$ cat config.mk
export PLATFORM = sky130hd
export DESIGN_NAME = cv32e40p_tmr_vote_monitor_flat
export DESIGN_NICKNAME = d
export VERILOG_FILES = /design/src/rtl/cv32e40p_tmr_vote_monitor_if.sv /design/src/rtl/cv32e40p_tmr_vote_monitor.sv /design/src/flat_wrapper.sv
export SDC_FILE = /design/constraint.sdc
export NUM_CORES = 1
export LEC_CHECK = 0
export BUFFER_PORTS_ARGS = -buffer_cell sky130_fd_sc_hd__buf_2
export CORE_UTILIZATION = 25
export DETAILED_ROUTE_END_ITERATION = 8
export SYNTH_ARGS = -nofsm -noshare
export SYNTH_HDL_FRONTEND = slang
export SYNTH_SLANG_ARGS = --single-unit
$ cat constraint.sdc
create_clock -name clk -period 5 [get_ports clk]
set_clock_uncertainty 0.15 [all_clocks]
set_input_delay 1 -clock clk [delete_from_list [all_inputs] [get_ports clk]]
set_output_delay 1 -clock clk [all_outputs]
set_load 0.05 [all_outputs]
$ cat src/rtl/cv32e40p_tmr_vote_monitor_if.sv
// Bundle of replica data, vote results, health control and event statistics
// for the TMR vote monitor. Master drives replica data and control; slave votes.
interface cv32e40p_tmr_vote_monitor_if #(
  parameter int unsigned DATA_W = 32,
  parameter int unsigned EVT_W  = 16
);
  logic [2:0][DATA_W-1:0] to_vote_i;
  logic [2:0][DATA_W-1:0] voted_o;
  logic [2:0]             block_err_o;
  logic                   err_detected_o;
  logic                   err_corrected_o;
  logic                   uncorrectable_o;
  logic [2:0]             set_broken_i;
  logic [2:0]             clear_broken_i;
  logic [2:0]             is_broken_o;
  logic                   all_broken_o;
  logic                   cnt_clear_i;
  logic [EVT_W-1:0]       corr_cnt_o;
  logic [EVT_W-1:0]       uncorr_cnt_o;

  modport master (
    output to_vote_i, set_broken_i, clear_broken_i, cnt_clear_i,
    input  voted_o, block_err_o, err_detected_o, err_corrected_o, uncorrectable_o,
    input  is_broken_o, all_broken_o, corr_cnt_o, uncorr_cnt_o
  );

  modport slave (
    input  to_vote_i, set_broken_i, clear_broken_i, cnt_clear_i,
    output voted_o, block_err_o, err_detected_o, err_corrected_o, uncorrectable_o,
    output is_broken_o, all_broken_o, corr_cnt_o, uncorr_cnt_o
  );
endinterface

$ cat src/rtl/cv32e40p_tmr_vote_monitor.sv
// TMR voter with per-replica fault attribution, leaky health counters,
// sticky breakage flags with software repair, and saturating event counters.
module cv32e40p_tmr_vote_monitor #(
  parameter int unsigned DATA_W             = 32,
  parameter int unsigned TOUT               = 1,
  parameter int unsigned PIPE               = 0,
  parameter int unsigned COUNT_BIT          = 4,
  parameter int unsigned INCREMENT          = 2,
  parameter int unsigned DECREMENT          = 1,
  parameter int unsigned BREAKING_THRESHOLD = 8,
  parameter int unsigned EVT_W              = 16
) (
  input logic                         clk,
  input logic                         rst,
  cv32e40p_tmr_vote_monitor_if.slave  bus
);

  localparam int unsigned CntMax = (1 << COUNT_BIT) - 1;

  logic [2:0]             healthy;
  logic [2:0][DATA_W-1:0] voted_d;
  logic [2:0]             block_err_d;
  logic                   err_detected_d;
  logic                   err_corrected_d;
  logic                   uncorrectable_d;

  logic [COUNT_BIT-1:0]   cnt_q [3];
  logic [COUNT_BIT-1:0]   cnt_d [3];
  logic [2:0]             broken_q, broken_d;
  logic [EVT_W-1:0]       corr_cnt_q, corr_cnt_d;
  logic [EVT_W-1:0]       uncorr_cnt_q, uncorr_cnt_d;

  assign healthy = ~broken_q;

  // Broken replicas are skipped; with no majority the lowest healthy index wins.
  function automatic logic [DATA_W-1:0] vote_fn(input logic [2:0][DATA_W-1:0] v,
                                                input logic [2:0]             h);
    if (h == 3'b111) begin
      return (v[0] & v[1]) | (v[0] & v[2]) | (v[1] & v[2]);
    end else if (h[0] || (h == 3'b000)) begin
      return v[0];
    end else if (h[1]) begin
      return v[1];
    end else begin
      return v[2];
    end
  endfunction

  // Voter redundancy: one voter per lane, or a single voter fanned out.
  if (TOUT != 0) begin : g_tout
    for (genvar l = 0; l < 3; l++) begin : g_lane
      assign voted_d[l] = vote_fn(bus.to_vote_i, healthy);
    end
  end else begin : g_single
    logic [DATA_W-1:0] vote_single;
    assign vote_single = vote_fn(bus.to_vote_i, healthy);
    assign voted_d     = {3{vote_single}};
  end

  // Error classification depends on how many replicas are still trusted.
  always_comb begin
    block_err_d     = '0;
    err_detected_d  = 1'b0;
    err_corrected_d = 1'b0;
    uncorrectable_d = 1'b0;
    case (healthy)
      3'b111: begin
        for (int r = 0; r < 3; r++) begin
          block_err_d[r] = (bus.to_vote_i[r] != voted_d[0]);
        end
        err_detected_d  = |block_err_d;
        err_corrected_d = |block_err_d;
      end
      // Two survivors that disagree cannot be arbitrated or attributed.
      3'b011: err_detected_d = (bus.to_vote_i[0] != bus.to_vote_i[1]);
      3'b101: err_detected_d = (bus.to_vote_i[0] != bus.to_vote_i[2]);
      3'b110: err_detected_d = (bus.to_vote_i[1] != bus.to_vote_i[2]);
      default: ;
    endcase
    if (healthy != 3'b111) begin
      uncorrectable_d = err_detected_d;
    end
  end

  // Health counters and sticky breakage flags.
  always_comb begin
    int unsigned sum;
    sum      = 0;
    broken_d = broken_q;
    for (int r = 0; r < 3; r++) begin
      cnt_d[r] = cnt_q[r];
      if (bus.clear_broken_i[r]) begin
        cnt_d[r] = '0;
      end else if (broken_q[r]) begin
        cnt_d[r] = cnt_q[r];
      end else if (block_err_d[r]) begin
        sum      = 32'(cnt_q[r]) + INCREMENT;
        cnt_d[r] = (sum > CntMax) ? COUNT_BIT'(CntMax) : COUNT_BIT'(sum);
      end else begin
        cnt_d[r] = (32'(cnt_q[r]) < DECREMENT) ? '0 : COUNT_BIT'(32'(cnt_q[r]) - DECREMENT);
      end

      // Forced breakage outranks repair; the counter still clears above.
      if (bus.set_broken_i[r]) begin
        broken_d[r] = 1'b1;
      end else if (bus.clear_broken_i[r]) begin
        broken_d[r] = 1'b0;
      end else if (32'(cnt_d[r]) >= BREAKING_THRESHOLD) begin
        broken_d[r] = 1'b1;
      end
    end
  end

  // Saturating event counters; clear outranks increment.
  always_comb begin
    corr_cnt_d   = corr_cnt_q;
    uncorr_cnt_d = uncorr_cnt_q;
    if (bus.cnt_clear_i) begin
      corr_cnt_d   = '0;
      uncorr_cnt_d = '0;
    end else begin
      if (err_corrected_d && (corr_cnt_q != '1)) begin
        corr_cnt_d = corr_cnt_q + 1'b1;
      end
      if (uncorrectable_d && (uncorr_cnt_q != '1)) begin
        uncorr_cnt_d = uncorr_cnt_q + 1'b1;
      end
    end
  end

  // Monitor state register.
  always_ff @(posedge clk or posedge rst) begin
    if (rst) begin
      for (int r = 0; r < 3; r++) begin
        cnt_q[r] <= '0;
      end
      broken_q     <= '0;
      corr_cnt_q   <= '0;
      uncorr_cnt_q <= '0;
    end else begin
      for (int r = 0; r < 3; r++) begin
        cnt_q[r] <= cnt_d[r];
      end
      broken_q     <= broken_d;
      corr_cnt_q   <= corr_cnt_d;
      uncorr_cnt_q <= uncorr_cnt_d;
    end
  end

  // Optional output stage; monitor state above always sees the unregistered vote.
  if (PIPE != 0) begin : g_pipe
    logic [2:0][DATA_W-1:0] voted_q;
    logic [2:0]             block_err_q;
    logic                   err_detected_q;
    logic                   err_corrected_q;
    logic                   uncorrectable_q;

    // Registered vote outputs.
    always_ff @(posedge clk or posedge rst) begin
      if (rst) begin
        voted_q         <= '0;
        block_err_q     <= '0;
        err_detected_q  <= 1'b0;
        err_corrected_q <= 1'b0;
        uncorrectable_q <= 1'b0;
      end else begin
        voted_q         <= voted_d;
        block_err_q     <= block_err_d;
        err_detected_q  <= err_detected_d;
        err_corrected_q <= err_corrected_d;
        uncorrectable_q <= uncorrectable_d;
      end
    end

    assign bus.voted_o         = voted_q;
    assign bus.block_err_o     = block_err_q;
    assign bus.err_detected_o  = err_detected_q;
    assign bus.err_corrected_o = err_corrected_q;
    assign bus.uncorrectable_o = uncorrectable_q;
  end else begin : g_comb
    assign bus.voted_o         = voted_d;
    assign bus.block_err_o     = block_err_d;
    assign bus.err_detected_o  = err_detected_d;
    assign bus.err_corrected_o = err_corrected_d;
    assign bus.uncorrectable_o = uncorrectable_d;
  end

  assign bus.is_broken_o  = broken_q;
  assign bus.all_broken_o = &broken_q;
  assign bus.corr_cnt_o   = corr_cnt_q;
  assign bus.uncorr_cnt_o = uncorr_cnt_q;

endmodule

$ cat src/flat_wrapper.sv
// flat-port wrapper written by rule: the top's interface ports become plain ports
module cv32e40p_tmr_vote_monitor_flat 
#(
  parameter int unsigned DATA_W             = 32,
  parameter int unsigned TOUT               = 1,
  parameter int unsigned PIPE               = 0,
  parameter int unsigned COUNT_BIT          = 4,
  parameter int unsigned INCREMENT          = 2,
  parameter int unsigned DECREMENT          = 1,
  parameter int unsigned BREAKING_THRESHOLD = 8,
  parameter int unsigned EVT_W              = 16
)
  (clk, rst, bus_to_vote_i, bus_set_broken_i, bus_clear_broken_i, bus_cnt_clear_i, bus_voted_o, bus_block_err_o, bus_err_detected_o, bus_err_corrected_o, bus_uncorrectable_o, bus_is_broken_o, bus_all_broken_o, bus_corr_cnt_o, bus_uncorr_cnt_o);
  cv32e40p_tmr_vote_monitor_if #(.DATA_W(DATA_W), .EVT_W(EVT_W)) bus_i ();
  input logic clk;
  input logic rst;
  input wire logic [$bits(bus_i.to_vote_i)-1:0] bus_to_vote_i;
  input wire logic [$bits(bus_i.set_broken_i)-1:0] bus_set_broken_i;
  input wire logic [$bits(bus_i.clear_broken_i)-1:0] bus_clear_broken_i;
  input wire logic [$bits(bus_i.cnt_clear_i)-1:0] bus_cnt_clear_i;
  output wire logic [$bits(bus_i.voted_o)-1:0] bus_voted_o;
  output wire logic [$bits(bus_i.block_err_o)-1:0] bus_block_err_o;
  output wire logic [$bits(bus_i.err_detected_o)-1:0] bus_err_detected_o;
  output wire logic [$bits(bus_i.err_corrected_o)-1:0] bus_err_corrected_o;
  output wire logic [$bits(bus_i.uncorrectable_o)-1:0] bus_uncorrectable_o;
  output wire logic [$bits(bus_i.is_broken_o)-1:0] bus_is_broken_o;
  output wire logic [$bits(bus_i.all_broken_o)-1:0] bus_all_broken_o;
  output wire logic [$bits(bus_i.corr_cnt_o)-1:0] bus_corr_cnt_o;
  output wire logic [$bits(bus_i.uncorr_cnt_o)-1:0] bus_uncorr_cnt_o;
  assign bus_i.to_vote_i = bus_to_vote_i;
  assign bus_i.set_broken_i = bus_set_broken_i;
  assign bus_i.clear_broken_i = bus_clear_broken_i;
  assign bus_i.cnt_clear_i = bus_cnt_clear_i;
  assign bus_voted_o = bus_i.voted_o;
  assign bus_block_err_o = bus_i.block_err_o;
  assign bus_err_detected_o = bus_i.err_detected_o;
  assign bus_err_corrected_o = bus_i.err_corrected_o;
  assign bus_uncorrectable_o = bus_i.uncorrectable_o;
  assign bus_is_broken_o = bus_i.is_broken_o;
  assign bus_all_broken_o = bus_i.all_broken_o;
  assign bus_corr_cnt_o = bus_i.corr_cnt_o;
  assign bus_uncorr_cnt_o = bus_i.uncorr_cnt_o;
  cv32e40p_tmr_vote_monitor #(.DATA_W(DATA_W), .TOUT(TOUT), .PIPE(PIPE), .COUNT_BIT(COUNT_BIT), .INCREMENT(INCREMENT), .DECREMENT(DECREMENT), .BREAKING_THRESHOLD(BREAKING_THRESHOLD), .EVT_W(EVT_W)) u_core (.clk(clk), .rst(rst), .bus(bus_i));
endmodule
# Yosys cells after proc, flatten, opt, wreduce, memory -nomap -nowiden
# Cells that the tools add are included.
word_totals:
  ff_bits: 47
  wordCells: 90
op_classes:
  n_eq_ne: 13
  magnitude_cmp: 9
  bitwise: 6
  add_sub_neg: 8
  n_mux: 35
  n_reduce_logical: 11
op_table:
  columns: ["op", "n"]
  rows:
  - ["!= test 32 bit", 6]
  - ["AND 32 bit", 3]
  - ["> comparator 32 x 4 -> 1 bit (second input constant)", 3]
  - ["2-to-1 mux 32 bit", 3]
  - ["2-to-1 mux 16 bit", 4]
  - ["OR 32 bit", 2]
  - ["2-to-1 mux 4 bit", 15]
  - ["adder 16 x 1 -> 16 bit (second input constant)", 2]
  - ["!= test 16 bit (second input constant)", 2]
  - ["adder 4 x 2 -> 5 bit (second input constant)", 3]
  - [">= comparator 4 bit (second input constant)", 3]
  - ["less-than comparator 4 x 1 -> 1 bit (second input constant)", 3]
  - ["subtractor 4 x 1 -> 4 bit (second input constant)", 3]
  - ["2-to-1 mux 1 bit", 11]
  - ["equality test 3 bit (second input constant)", 3]
  - ["nonzero test 3 bit", 3]
  - ["one-hot mux 1 bit (4 select lines)", 1]
  - ["nonzero test 2 bit", 2]
  - ["equality test 3 x 2 -> 1 bit (second input constant)", 1]
  - ["logical NOT 3 bit", 1]
  - ["2-to-1 mux 3 bit", 1]
  - ["!= test 3 bit (second input constant)", 1]
  - ["NOT 3 bit", 1]
  - ["AND reduction 3 bit", 1]
  - ["other kinds (3)", 4]

# Logic depth before layout (Yosys ltp)
# Gate-level depths: netlist of run 1.
logic_depth:
  ltp_word: 14
  mapped_depth: 17

# Worst setup path before layout of run 1
# No wires, ideal clock.
synth_timing:
  kind: "input to output"
  startpoint: "input port bus_to_vote_i[60]"
  endpoint: "output port bus_err_detected_o"
  slack_ps: -396
  stages: 11
  n_path_buf: 2
  arrival_ps: 4246
  t_required_ps: 3850
  path_cell_list: "clkbuf_1 > mux2i_1 > or3_1 > a31oi_1 > o22ai_1 > or4_1 > nor4_2 > a21oi_1 > a211oi_4 > buf_6 > nand3_1"
synth_between:
  elab_chain_cells: 7
synth_rtl:
  columns: ["item", "line_no", "rtl"]
  rows:
  - ["start: declaration", "flat_wrapper.sv:17", "input wire logic [$bits(bus_i.to_vote_i)-1:0] bus_to_vote_i;"]
  - ["AND 32 bit", "cv32e40p_tmr_vote_monitor.sv:39", "return (v[0] & v[1]) | (v[0] & v[2]) | (v[1] & v[2]);"]
  - ["OR 32 bit (2 in a row)", "cv32e40p_tmr_vote_monitor.sv:39", null]
  - ["2-to-1 mux 32 bit", "cv32e40p_tmr_vote_monitor.sv:38", "if (h == 3'b111) begin"]
  - ["!= test 32 bit", "cv32e40p_tmr_vote_monitor.sv:69", "block_err_d[r] = (bus.to_vote_i[r] != voted_d[0]);"]
  - ["OR reduction 3 bit", "cv32e40p_tmr_vote_monitor.sv:71", "err_detected_d = |block_err_d;"]
  - ["one-hot mux 1 bit (4 select lines) *", "cv32e40p_tmr_vote_monitor.sv:66", "case (healthy)"]
  - ["end: declaration", "flat_wrapper.sv:23", "output wire logic [$bits(bus_i.err_detected_o)-1:0] bus_err_detected_o;"]
# Every way passes the cells marked *; elsewhere a longest branch is shown, timed or not.

# Worst setup path in the final report of run 1
layout_timing:
  startpoint: "register u_core.broken_q[2] (netlist: u_core.bus.is_broken_o[2])"
  endpoint: "output port bus_err_detected_o"
layout_between:
  elab_chain_cells: 8
layout_rtl:
  columns: ["item", "line_no", "rtl"]
  rows:
  - ["start: declaration", "cv32e40p_tmr_vote_monitor.sv:29", "logic [2:0] broken_q, broken_d;"]
  - ["start signal: assignment", "cv32e40p_tmr_vote_monitor.sv:144", "broken_q <= broken_d;"]
  - ["NOT 3 bit *", "cv32e40p_tmr_vote_monitor.sv:33", "assign healthy = ~broken_q;"]
  - ["logical NOT 3 bit", "cv32e40p_tmr_vote_monitor.sv:40", "end else if (h[0] || (h == 3'b000)) begin"]
  - ["logical OR 1 bit", "cv32e40p_tmr_vote_monitor.sv:40", null]
  - ["2-to-1 mux 32 bit", "cv32e40p_tmr_vote_monitor.sv:40", null]
  - ["2-to-1 mux 32 bit", "cv32e40p_tmr_vote_monitor.sv:38", null]
  - ["!= test 32 bit", "cv32e40p_tmr_vote_monitor.sv:69", null]
  - ["OR reduction 3 bit", "cv32e40p_tmr_vote_monitor.sv:71", null]
  - ["one-hot mux 1 bit (4 select lines) *", "cv32e40p_tmr_vote_monitor.sv:66", null]
# Marked as above.

==> results of run 1 <==
## tightest hold or removal path: stages (launching register included)
cell	delay [ps]
sky130_fd_sc_hd__dfrtp_1	400
sky130_fd_sc_hd__o31ai_1	70
sky130_fd_sc_hd__a21oi_1	60
## layout by cell type, fill, tap and decap left out, types with 15 or more instances in the layout
| cell type | count |
|---|---|
| sky130_fd_sc_hd__nand3_1 | 24 |
| sky130_fd_sc_hd__a21oi_1 | 139 |
| sky130_fd_sc_hd__o21ai_0 | 124 |
| sky130_fd_sc_hd__nor3_1 | 31 |
| sky130_fd_sc_hd__nand4_1 | 19 |
| sky130_fd_sc_hd__nor3b_1 | 15 |
| sky130_fd_sc_hd__a21o_1 | 17 |
| sky130_fd_sc_hd__o21a_1 | 32 |
| sky130_fd_sc_hd__buf_12 | 16 |
| sky130_fd_sc_hd__or2_2 | 16 |
| sky130_fd_sc_hd__o22ai_1 | 34 |
| sky130_fd_sc_hd__a211oi_1 | 18 |
| sky130_fd_sc_hd__nand2b_1 | 20 |
| sky130_fd_sc_hd__nor4_1 | 21 |
| sky130_fd_sc_hd__inv_1 | 45 |
| sky130_fd_sc_hd__buf_2 | 239 |
| sky130_fd_sc_hd__buf_4 | 335 |
| sky130_fd_sc_hd__nand2_1 | 104 |
| sky130_fd_sc_hd__mux2i_1 | 78 |
| sky130_fd_sc_hd__xnor2_1 | 38 |
| sky130_fd_sc_hd__dfrtp_1 | 44 |
| sky130_fd_sc_hd__nor2b_1 | 30 |
| sky130_fd_sc_hd__ha_1 | 45 |
| sky130_fd_sc_hd__o31ai_1 | 19 |
| sky130_fd_sc_hd__nor2_1 | 158 |
## kinds of logic (layout without fill, tap and decap cells)
kind of cell / Yosys count / after routing / synth area share (%)
other: 0 / 2 / 0
xor gates and xnor gates: 48 / 48 / 3.873
muxes: 98 / 98 / 9.255
adders and majority gates: 46 / 46 / 5.302
and+or+nand+nor: 523 / 523 / 24.35
buffers and inverters: 273 / 659 / 13.08
AOI/OAI and AO/OA: 555 / 555 / 33.30
DFF: 47 / 47 / 10.83
## metal layers
metal / share of wire, % / vias to the layer above
met5: 0.13 / -
met2: 44 / 718
met1: 42 / 6874
met3: 8.6 / 156
met4: 5.4 / 12
li1: - / 6554
## flip-flops by register name, summed over array words and instances (netlist names)
signal,flops
u_core.bus.corr_cnt_o,16
u_core.bus.is_broken_o,3
u_core.bus.uncorr_cnt_o,16
u_core.cnt_q,12
## final timing paths
check | start | end | slack [ps] | depth (start not counted)
max | u_core.bus.is_broken_o[2] | bus_err_detected_o | -60 | 14
min | u_core.bus.corr_cnt_o[9] | u_core.bus.corr_cnt_o[9] | 420 | 2
max reg2reg | u_core.bus.is_broken_o[0] | u_core.bus.corr_cnt_o[5] | 750 | 16
min reg2reg | u_core.bus.corr_cnt_o[9] | u_core.bus.corr_cnt_o[9] | 420 | 2
max in group asynchronous | rst | u_core.bus.is_broken_o[2] | 3400 | 3
min in group asynchronous | rst | u_core.bus.uncorr_cnt_o[5] | 540 | 2
## area by class of cell
type,instances,area [um2],area share (%)
Inverter,49,188.9,1.251
Timing Repair Buffer,602,4174,27.64
Multi-Input combinational cell,1270,8667,57.40
Tap cell,577,721.9,4.781
Clock buffer,6,138.9,0.9198
Antenna cell,2,5.005,0.03315
Clock inverter,2,16.27,0.1077
Sequential cell,47,1187,7.864
## per-stage QoR
| stage | utilization [%] | cells |
|---|---|---|
| global route | 35.60 | 2555 |
| CTS | 35.05 | 2546 |
| detailed placement | 33.92 | 2531 |
| floorplan | - | 1590 |
| finish | 35.60 | 2555 |
| global placement | 33.92 | 2531 |
## power groups by stage
stage / logic (uW) / registers, uW / clock network (uW)
after floorplan: 1400 / 424 / 0
after global placement: 2110 / 423 / 0
after detailed placement: 2120 / 424 / 0
after CTS: 2180 / 415 / 358
after global routing: 2370 / 417 / 372
final: 2260 / 415 / 351
## what timing repair did
item | in CTS | in global routing
pin swaps | 14 | 14
cloned | 0 | 0
resized for setup | 67 | 41
setup endpoints to repair | 5 | 5
buffers inserted | 8 | 9
==> flow_summary_export.csv, run 1 <==
group,metric,value,unit
run_status,status,"finished with violations",
run_status,failing_checks,"setup timing",
cells_and_area,final_nets,2126,
detailed_routing,dr.first_iter.drc_count,1498,
synthesis,synth_async_sr_flop_share,100.0,%
cells_and_area,syn_to_final_growth,39.10,%
clocking,cts-htree-levels,2,
detailed_routing,post_drt_via_cell_ratio,5.602,
place,placed_cell_area,14390,um2
setup_path,crit_buf_inv,5,
synthesis,synthFlopType,"sky130_fd_sc_hd__dfrtp_1",
synthesis,ys_types,89,
synthesis,synthesized_area_divided_by_synthesized_cell_count,6.827,um2
place,pre_cts_slack,-537.9,ps
detailed_routing,drcViolationCount,0,
power,vdd_drop_max,214.1,uV
timing,maxSlewViolCount,0,
grt,met3_usage,4.574,%
synthesis,netlist.area_leader.share,10.83,%
grt,gr-usage-met1,32.32,%
clocking,cts_tree,"done",
grt,number_of_antenna_violations_at_the_first_check_in_global_routing,9,
place,place.gp.congestion,1.063,
synthesis,yosys-top-cells-area,"sky130_fd_sc_hd__dfrtp_1, sky130_fd_sc_hd__mux2i_1, sky130_fd_sc_hd__a21oi_1, sky130_fd_sc_hd__o21ai_0, sky130_fd_sc_hd__nor2_1",
hold_path,min-delay-path-class,"reg2reg",
clocking,clkSinkCount,47,
clocking,clock_insertion_delay_worst_skew,290,ps
timing,timing_worst_slew_pin_value,925.4,ps
detailed_routing,antenna_left,0,
power,clock_power_share,11.6,%
job,maxCapViolCount,0,
die,die_width,210.4,um
die,core_area,42420,um2
cells_and_area,final_area,15100,um2
timing,setup_ws,-64.34,ps
timing,fin_hold_ws,417.0,ps
die,die_y,210.4,um
setup_path,timing.critical_path.fanout_max,17,
power,power.share.combinational,74.7,%
power,p_per_area,200.4,nW/um2
die,io_pins,243,
setup_path,max_stage_delay_on_crit_path,570,ps
cells_and_area,drive_gt1_share,36.44,%
detailed_routing,first_pass_iters,5,
synthesis,synth_top_cells_by_count,"sky130_fd_sc_hd__nor2_1, sky130_fd_sc_hd__a21oi_1, sky130_fd_sc_hd__o21ai_0, sky130_fd_sc_hd__nand2_1",
clocking,tritoncts.num_buffers,5,
synthesis,syn_nets,1741,
setup_path,crit_required,3850,ps
grt,grt_first_pass_wirelength,83960,um
setup_path,cell_mode_on_critical_path,"sky130_fd_sc_hd__buf_4",
setup_path,worstPathArrival,3910,ps
setup_path,crit_slowest_cell,"sky130_fd_sc_hd__dfrtp_4",
synthesis,post_synth_inst_count,1590,
clocking,cts.hold.buffers_added,0,
synthesis,post_synth_instance_area,10860,um2
synthesis,synth.ff_latch_count,47,
grt,global_route.peak_usage_layer,"met2",
timing,setup_viol,2,
detailed_routing,routedWlPerCell,22.44,um
synthesis,synth-edff-count,0,
grt,global_route.usage.total,24.92,%
power,power.static_leakage,0.006756,uW
detailed_routing,route.vias.total,14310,
synthesis,synth_top_cell_by_area,"sky130_fd_sc_hd__dfrtp_1",
power,p_switching,1644,uW
setup_path,startpoint_types,"flip-flop",
synthesis,yosys.cell_count.top_type,"sky130_fd_sc_hd__nor2_1",
timing,setup_tns,-124.2,ps
grt,grt_max_degree,77,
die,die_area,44260,um2
timing,timing.final.crit_share,101.3,%
clocking,root_buffer,"sky130_fd_sc_hd__clkbuf_16",
clocking,maximum_clock_path_buffer_count,2,
grt,globalRouteMet2Util,39.70,%
setup_path,timing.critical_path.to_type,"primary output",
power,power,3026,uW
timing,max-slew-margin-rel,37.74,%
power,seq_power_share,13.7,%
setup_path,crit_type,"reg2out",
timing,timing_hold_violations_final,0,
power,power.share.switching,54.33,%
synthesis,synth_sequential_area_ratio,10.83,%
timing,max_clock_freq,197.5,MHz
setup_path,cp_top_family,"simple AND/OR/NAND/NOR gates",
die,initial_utilization,25.59,%
grt,vias_in_the_first_global_route,13300,
place,place.detailed.hpwl,45990,um
detailed_routing,wire_length_after_detailed_routing,57340,um
cells_and_area,fillCellCount,4551,
grt,grt.overflow.total,0,
timing,rsz0062_at_grt,"true",
clocking,clk_pin_slew_worst_paths,70,ps
timing,fin_crit,5064,ps
synthesis,yosysWarningCount,0,
place,io_buffers,242,
power,internal_power,1382,uW
setup_path,cells_along_the_critical_path,"or3_4 > buf_12 > buf_4 > buf_4 > o21ai_0 > a21oi_1 > nor4b_1 > nand4_1 > nor4_4 > buf_4 > a21oi_2 > a211oi_4 > nand3_4 > buf_8",
die,num_rows,75,
(Power assumes the default switching activity.)
==> inputs of run 2 (changes only) <==
--- a/config.mk
+++ b/config.mk
@@ -8,3 +8,3 @@
 export BUFFER_PORTS_ARGS = -buffer_cell sky130_fd_sc_hd__buf_2
-export CORE_UTILIZATION = 25
+export CORE_UTILIZATION = 36
 export DETAILED_ROUTE_END_ITERATION = 8
==> constraint.sdc (replaced) <==
create_clock -name clk -period 5 [get_ports clk]
set_clock_uncertainty 0.15 [all_clocks]
set_input_delay 0.25 -clock clk [delete_from_list [all_inputs] [get_ports clk]]
set_output_delay 0.25 -clock clk [all_outputs]
set_load 0.05 [all_outputs]
==> run 2 against run 1 <==
The flow now finishes without violations. Design area shrank 19%. Sequential power hardly changed. Total power fell by 11%. Non-clock buffer count decreased by 289. Combinational power decreased by 17%. Maximum frequency rose by 5.2%. Worst setup slack better by 250 ps. Die area down 30%. Global-route usage rose by 5.5 points. Critical path depth did not move. Sequential share of layout area increased by 1.9 points. Largest cell class unchanged.
==> flow_summary_export.csv, run 2 (same netlist as run 1, synthesis figures left out) <==
group,metric,value,unit
run_status,status,"finished clean",
cells_and_area,final_nets,1837,
detailed_routing,route.vias.total,13080,
cells_and_area,fillCellCount,3194,
hold_path,holdCritStartpoint,"bus_set_broken_i[2]",
die,num_rows,63,
place,placed_cells_incl_taps,2060,
die,die_area,30850,um2
detailed_routing,drcViolationCount,0,
detailed_routing,antenna_left,0,
hold_path,min-delay-path-class,"in2reg",
setup_path,timing.critical_path.fanout_max,31,
power,vdd_drop_max,228.0,uV
setup_path,cell_mode_on_critical_path,"sky130_fd_sc_hd__buf_4",
detailed_routing,dr.first_iter.drc_count,1395,
cells_and_area,layoutNonFillerInstCount,2079,
clocking,cts-htree-levels,2,
die,initial_utilization,36.63,%
die,die_width,175.7,um
timing,setup_viol,0,
timing,fin_crit,4813,ps
clocking,clk_pin_slew_worst_paths,70,ps
job,maxCapViolCount,0,
timing,maxSlewViolCount,0,
power,p_switching,1513,uW
die,core_area,29640,um2
clocking,cts_tree,"done",
timing,rsz0062_at_grt,"false",
place,place.detailed.hpwl,37160,um
timing,timing_worst_slew_pin_value,1228,ps
grt,vias_in_the_first_global_route,11660,
power,power.share.combinational,70.1,%
setup_path,cells_along_the_critical_path,"or3_2 > buf_12 > buf_4 > o221a_2 > a2111oi_0 > buf_4 > o2111ai_1 > nor4_2 > buf_4 > a21oi_1 > a211oi_4 > buf_4 > inv_1 > buf_2",
setup_path,rrSetupSlack,430,ps
grt,grt_max_degree,90,
grt,grt_first_pass_wirelength,72300,um
place,io_buffers,242,
place,pre_cts_slack,189.1,ps
setup_path,max_stage_delay_on_crit_path,640,ps
timing,setup_ws,186.9,ps
clocking,clkSinkCount,47,
setup_path,crit_buf_inv,7,
setup_path,crit_type,"reg2out",
detailed_routing,wire_length_after_detailed_routing,48930,um
place,place.gp.congestion,1.084,
cells_and_area,syn_to_final_growth,12.31,%
cells_and_area,drive_gt1_share,22.82,%
power,internal_power,1176,uW
timing,max-slew-margin-rel,17.39,%
clocking,root_buffer,"sky130_fd_sc_hd__clkbuf_16",
timing,timing.final.crit_share,96.26,%
power,clock_power_share,14.4,%
grt,grt.overflow.total,0,
clocking,maximum_clock_path_buffer_count,2,
setup_path,critical_path.reg2reg.startpoint,"u_core.bus.is_broken_o[0]",
cells_and_area,leading_cell_types_in_the_layout_fill_and_taps_excluded,"sky130_fd_sc_hd__buf_2, sky130_fd_sc_hd__nor2_1, sky130_fd_sc_hd__a21oi_1",
grt,number_of_antenna_violations_at_the_first_check_in_global_routing,6,
power,power.static_leakage,0.005220,uW
clocking,tritoncts.num_buffers,5,
setup_path,timing.critical_path.to_type,"primary output",
setup_path,startpoint_types,"flip-flop",
grt,global_route.usage.total,30.43,%
setup_path,timing.critical_path.from,"u_core.bus.is_broken_o[0]",
setup_path,crit_required,4600,ps
cells_and_area,mostFrequentLayoutCell,"sky130_fd_sc_hd__buf_2",
setup_path,crit_slowest_cell,"sky130_fd_sc_hd__or3_2",
die,io_pins,243,
detailed_routing,routedWlPerCell,23.53,um
clocking,clock_insertion_delay_worst_skew,290,ps
timing,max_clock_freq,207.8,MHz
setup_path,worstPathArrival,4410,ps
power,power.share.switching,56.26,%
detailed_routing,first_pass_iters,8,
die,die_y,175.7,um
power,p_per_area,220.6,nW/um2
timing,timing_hold_violations_final,0,
detailed_routing,post_drt_via_cell_ratio,6.291,
timing,setup_tns,0,ps
power,seq_power_share,15.6,%
setup_path,cp_top_family,"compound AO/OA/AOI/OAI gates",
[run 2: changes by cell type in the layout (fill, tap and decap cells not counted), moves of 4 or more]
cell,change
sky130_fd_sc_hd__buf_6,-10
sky130_fd_sc_hd__a2111oi_0,+7
sky130_fd_sc_hd__o21ai_0,+4
sky130_fd_sc_hd__buf_12,-8
sky130_fd_sc_hd__or4_1,+5
sky130_fd_sc_hd__o22ai_1,+4
sky130_fd_sc_hd__or4_4,-5
sky130_fd_sc_hd__mux2i_1,+4
sky130_fd_sc_hd__buf_4,-273
[run 2: final timing paths]
path	to	cells after the start
worst min-delay path	u_core.bus.is_broken_o[2]	2
min in group asynchronous	u_core.bus.corr_cnt_o[10]	4
worst max register to register	u_core.bus.corr_cnt_o[5]	14
max in group asynchronous	u_core.bus.is_broken_o[1]	4
worst min register to register	u_core.bus.uncorr_cnt_o[11]	2
worst max-delay path	bus_err_corrected_o	14
[run 2: what timing repair did]
item	in CTS	in global routing
gates resized for setup	1	8
endpoints found under the setup margin	3	13
pin swaps	0	2
hold buffers	1	0
endpoints found under the hold margin	47	0
buffers inserted	0	8
[run 2: final cells by class]
cell class,count,area (um2),area share [%]
Antenna cell,2,5.005,0.04105
Clock buffer,5,125.1,1.026
Clock inverter,3,43.79,0.3592
Inverter,49,183.9,1.509
Multi-Input combinational cell,1270,8312,68.18
Sequential cell,47,1187,9.739
Tap cell,390,488.0,4.002
Timing Repair Buffer,313,1847,15.15
[run 2: routing by layer]
metal  vias to the layer above  track usage (%)  routed length, um
met5                         -                0                 64
met4                        10            15.87               2622
met3                       132            5.736               4738
met2                       772            46.36              21170
met1                      6193            40.57              20330
li1                       5973                -                  -
[run 2: power by group through the flow]
| stage | logic, uW | registers, uW | clock network [uW] |
|---|---|---|---|
| 6_report | 1880 | 418 | 386 |
| 5_1_grt | 1970 | 420 | 411 |
| 2_1_floorplan | 1390 | 425 | 0 |
| 3_5_place_dp | 1830 | 425 | 0 |
| 4_1_cts | 1830 | 418 | 396 |
| 3_3_place_gp | 1830 | 424 | 0 |
[run 2: stage by stage]
step	area (um2)	utilization, %	hold WS [ps]	power, uW
5_1_grt	12190	41.12	12.77	2803
3_3_place_gp	11910	40.18	299.8	2251
4_1_cts	12090	40.81	15.27	2648
3_5_place_dp	11910	40.18	292.3	2251
6_report	12190	41.13	11.04	2689
2_1_floorplan	10860	-	163.1	1819
==> inputs of run 3 (changes only) <==
ABC_AREA = 1   (was not set)
==> run 3 against run 2 <==
First-iteration DRC count shrank 18%. Non-clock buffer count shrank 59. Via count shrank 4.8%. Synthesized cell count grew 21%. Global-route usage shrank 6.8 points. Hold slack gained 9.1 ps. Synthesized area shrank 5.2%. Sequential cell count is the same. Critical path type unchanged. Utilization shrank 0.42 points. Clock-buffer cell count grew 2. Sequential share of layout area grew 0.61 points. Die area shrank 5.1%. Largest power group unchanged.
==> flow_summary_export.csv, run 3 <==
group,metric,value,unit
timing,setup_viol,0,
timing,fin_crit,4325,ps
setup_path,reg2regPathDepth,17,
die,core_area,27930,um2
cells_and_area,final_nets,2219,
job,maxCapViolCount,0,
hold_path,min_delay_path_depth,3,
synthesis,post_synth_xor_area_fraction,5.106,%
setup_path,worstReg2RegEnd,"u_core.bus.corr_cnt_o[3]",
timing,max-slew-margin-rel,31.90,%
setup_path,cells_along_the_critical_path,"nand3_2 > nand2_2 > buf_4 > nand2_1 > nand3_2 > nand2_1 > nand2_1 > nand2_1 > nand2_1 > nor2_1 > nand2_1 > nor2_1 > nand2_1 > nand2_4 > nand3_4 > or2_1 > buf_2",
cells_and_area,leading_cell_types_in_the_layout_fill_and_taps_excluded,"sky130_fd_sc_hd__nand2_1, sky130_fd_sc_hd__nand3_1, sky130_fd_sc_hd__buf_2",
synthesis,ys_types,34,
setup_path,timing.critical_path.fanout_max,30,
synthesis,synth-edff-count,0,
synthesis,synthFlopType,"sky130_fd_sc_hd__dfrtp_1",
power,vdd_drop_max,151.2,uV
die,initial_utilization,36.84,%
timing,rsz0062_at_grt,"false",
grt,number_of_antenna_violations_at_the_first_check_in_global_routing,5,
cells_and_area,finalCoreUtilization,40.71,%
synthesis,synth_top_cells_by_count,"sky130_fd_sc_hd__nand2_1, sky130_fd_sc_hd__nand3_1, sky130_fd_sc_hd__inv_1, sky130_fd_sc_hd__nor2_1, sky130_fd_sc_hd__buf_4",
synthesis,yosysWarningCount,0,
die,die_width,171.1,um
detailed_routing,drcViolationCount,0,
setup_path,rrSetupSlack,1270,ps
power,power.static_leakage,0.006908,uW
run_status,status,"finished clean",
setup_path,crit_required,4600,ps
clocking,clock_insertion_delay_worst_skew,290,ps
synthesis,synth_compound_area_share,6.468,%
synthesis,main_combinational_cell_family_by_area_after_synthesis,"simple AND/OR/NAND/NOR gates",
setup_path,startpoint_types,"flip-flop",
synthesis,synth_fa_ha_area_share,5.593,%
timing,timing_hold_violations_final,0,
detailed_routing,post_drt_via_cell_ratio,5.084,
hold_path,hold_path_end,"u_core.bus.is_broken_o[2]",
setup_path,max_stage_delay_on_crit_path,560,ps
synthesis,synth_top_cell_by_area,"sky130_fd_sc_hd__nand2_1",
setup_path,worstPathArrival,3930,ps
setup_path,critical_path.reg2reg.startpoint,"u_core.bus.is_broken_o[2]",
hold_path,holdCritStartpoint,"bus_set_broken_i[2]",
grt,grt.overflow.total,0,
timing,max_clock_freq,231.2,MHz
die,die_y,171.1,um
clocking,maximum_clock_path_buffer_count,2,
clocking,cts.hold.buffers_added,1,
detailed_routing,route.vias.total,12460,
die,io_pins,243,
clocking,post_cts_buffers,0,
setup_path,cell_mode_on_critical_path,"sky130_fd_sc_hd__nand2_1",
clocking,root_buffer,"sky130_fd_sc_hd__clkbuf_16",
timing,timing.final.crit_share,86.51,%
detailed_routing,dr.first_iter.drc_count,1149,
clocking,cts-htree-levels,2,
synthesis,synth_async_sr_flop_share,100.0,%
grt,grt_max_degree,65,
cells_and_area,fillCellCount,3192,
grt,grt_first_pass_wirelength,55340,um
synthesis,muxShareOfSynthArea,0,%
synthesis,yosys.cell_count.top_type,"sky130_fd_sc_hd__nand2_1",
cells_and_area,mostFrequentLayoutCell,"sky130_fd_sc_hd__nand2_1",
die,die_area,29270,um2
cells_and_area,syn_to_final_growth,10.50,%
detailed_routing,routedWlPerCell,14.57,um
power,p_per_area,233.1,nW/um2
grt,global_route.usage.total,23.67,%
place,place.detailed.hpwl,27960,um
hold_path,min-delay-path-class,"in2reg",
detailed_routing,first_pass_iters,5,
timing,maxSlewViolCount,0,
setup_path,crit_type,"reg2out",
cells_and_area,drive_gt1_share,14.98,%
synthesis,yosys-top-cells-area,"sky130_fd_sc_hd__nand2_1, sky130_fd_sc_hd__nand3_1, sky130_fd_sc_hd__dfrtp_1, sky130_fd_sc_hd__inv_1, sky130_fd_sc_hd__buf_4",
synthesis,synth_sequential_area_ratio,11.43,%
die,num_rows,61,
clocking,tritoncts.num_buffers,5,
detailed_routing,antenna_left,0,
synthesis,post_synth_inst_count,1928,
place,place.gp.congestion,0.9450,
detailed_routing,wire_length_after_detailed_routing,35690,um
setup_path,crit_slowest_cell,"sky130_fd_sc_hd__dfrtp_1",
synthesis,synth.ff_latch_count,47,
grt,vias_in_the_first_global_route,10790,
synthesis,synth_simple_gate_area_share,55.00,%
clocking,clk_pin_slew_worst_paths,60,ps
synthesis,synthesized_area_divided_by_synthesized_cell_count,5.338,um2
synthesis,syn_nets,2079,
clocking,cts_tree,"done",
synthesis,netlist.area_leader.share,29.29,%
setup_path,timing.critical_path.to_type,"primary output",
synthesis,post_synth_instance_area,10290,um2
timing,setup_tns,0,ps
clocking,clkSinkCount,47,
place,io_buffers,242,
clocking,post_cts_resize_count,0,
timing,timing_worst_slew_pin_value,1020,ps
run 3: critical path: cells and delay by family, from the launching register on:
kind | cells | cell delay, ps
and+or+nand+nor | 15 | 2450
buffers and inverters | 2 | 610
DFF | 1 | 560
run 3: cell type report:
| type | instances | area (um2) | share of cell area, % |
|---|---|---|---|
| clock buffers | 7 | 142.6 | 1.254 |
| flip-flops and latches | 47 | 1177 | 10.35 |
| multi-input cells | 1543 | 7427 | 65.31 |
| well taps | 378 | 473.0 | 4.159 |
| repair buffers | 254 | 1316 | 11.57 |
| inverters | 217 | 819.5 | 7.206 |
| diodes | 3 | 7.507 | 0.06601 |
| clock inverters | 1 | 8.758 | 0.07702 |
run 3: stage by stage:
stage,power (uW),hold slack [ps],area [um2],instances,setup WS [ps]
global route,2855,32.84,11370,2448,342.5
global placement,2288,299.6,11200,2438,1023
detailed placement,2301,298.0,11200,2438,978.8
CTS,2660,16.19,11360,2447,661.5
finish,2651,20.15,11370,2450,674.6
floorplan,1956,202.2,10290,1928,1371
run 3: how the worst max path moves through the flow:
| stage | startpoint | endpoint | slack [ps] | cells past startpoint |
|---|---|---|---|---|
| 2_1_floorplan | u_core.bus.is_broken_o[2] | u_core.cnt_q[4] | 1370 | 19 |
| 3_3_place_gp | u_core.bus.is_broken_o[2] | bus_err_detected_o | 1020 | 16 |
| 3_5_place_dp | u_core.bus.is_broken_o[2] | bus_err_detected_o | 980 | 17 |
| 4_1_cts | u_core.bus.is_broken_o[2] | bus_err_detected_o | 660 | 17 |
| 5_1_grt | u_core.bus.is_broken_o[2] | bus_err_detected_o | 340 | 16 |
| 6_report | u_core.bus.is_broken_o[2] | bus_err_detected_o | 670 | 17 |
run 3: report_power, final:
part / switching [uW] / internal [uW] / total [uW] / leakage [uW]
clock: 148 / 200 / 349 / 0.0000741
sequential: 22.6 / 393 / 415 / 0.000641
combinational: 1420 / 462 / 1890 / 0.00619
run 3: routing by layer:
metal	part of all wire, %	GRT usage, %	vias up
li1	-	-	6374
met1	45	31.87	5616
met2	46	40.24	426
met3	7.0	3.030	36
met4	1.7	4.620	4
met5	0.064	0	-
run 3: cells by family after synthesis:
| kind of cell | Yosys count |
|---|---|
| buf+inv | 338 |
| xor+xnor | 60 |
| compound gates | 125 |
| fa+ha+maj | 46 |
| simple gates | 1312 |
| flops | 47 |
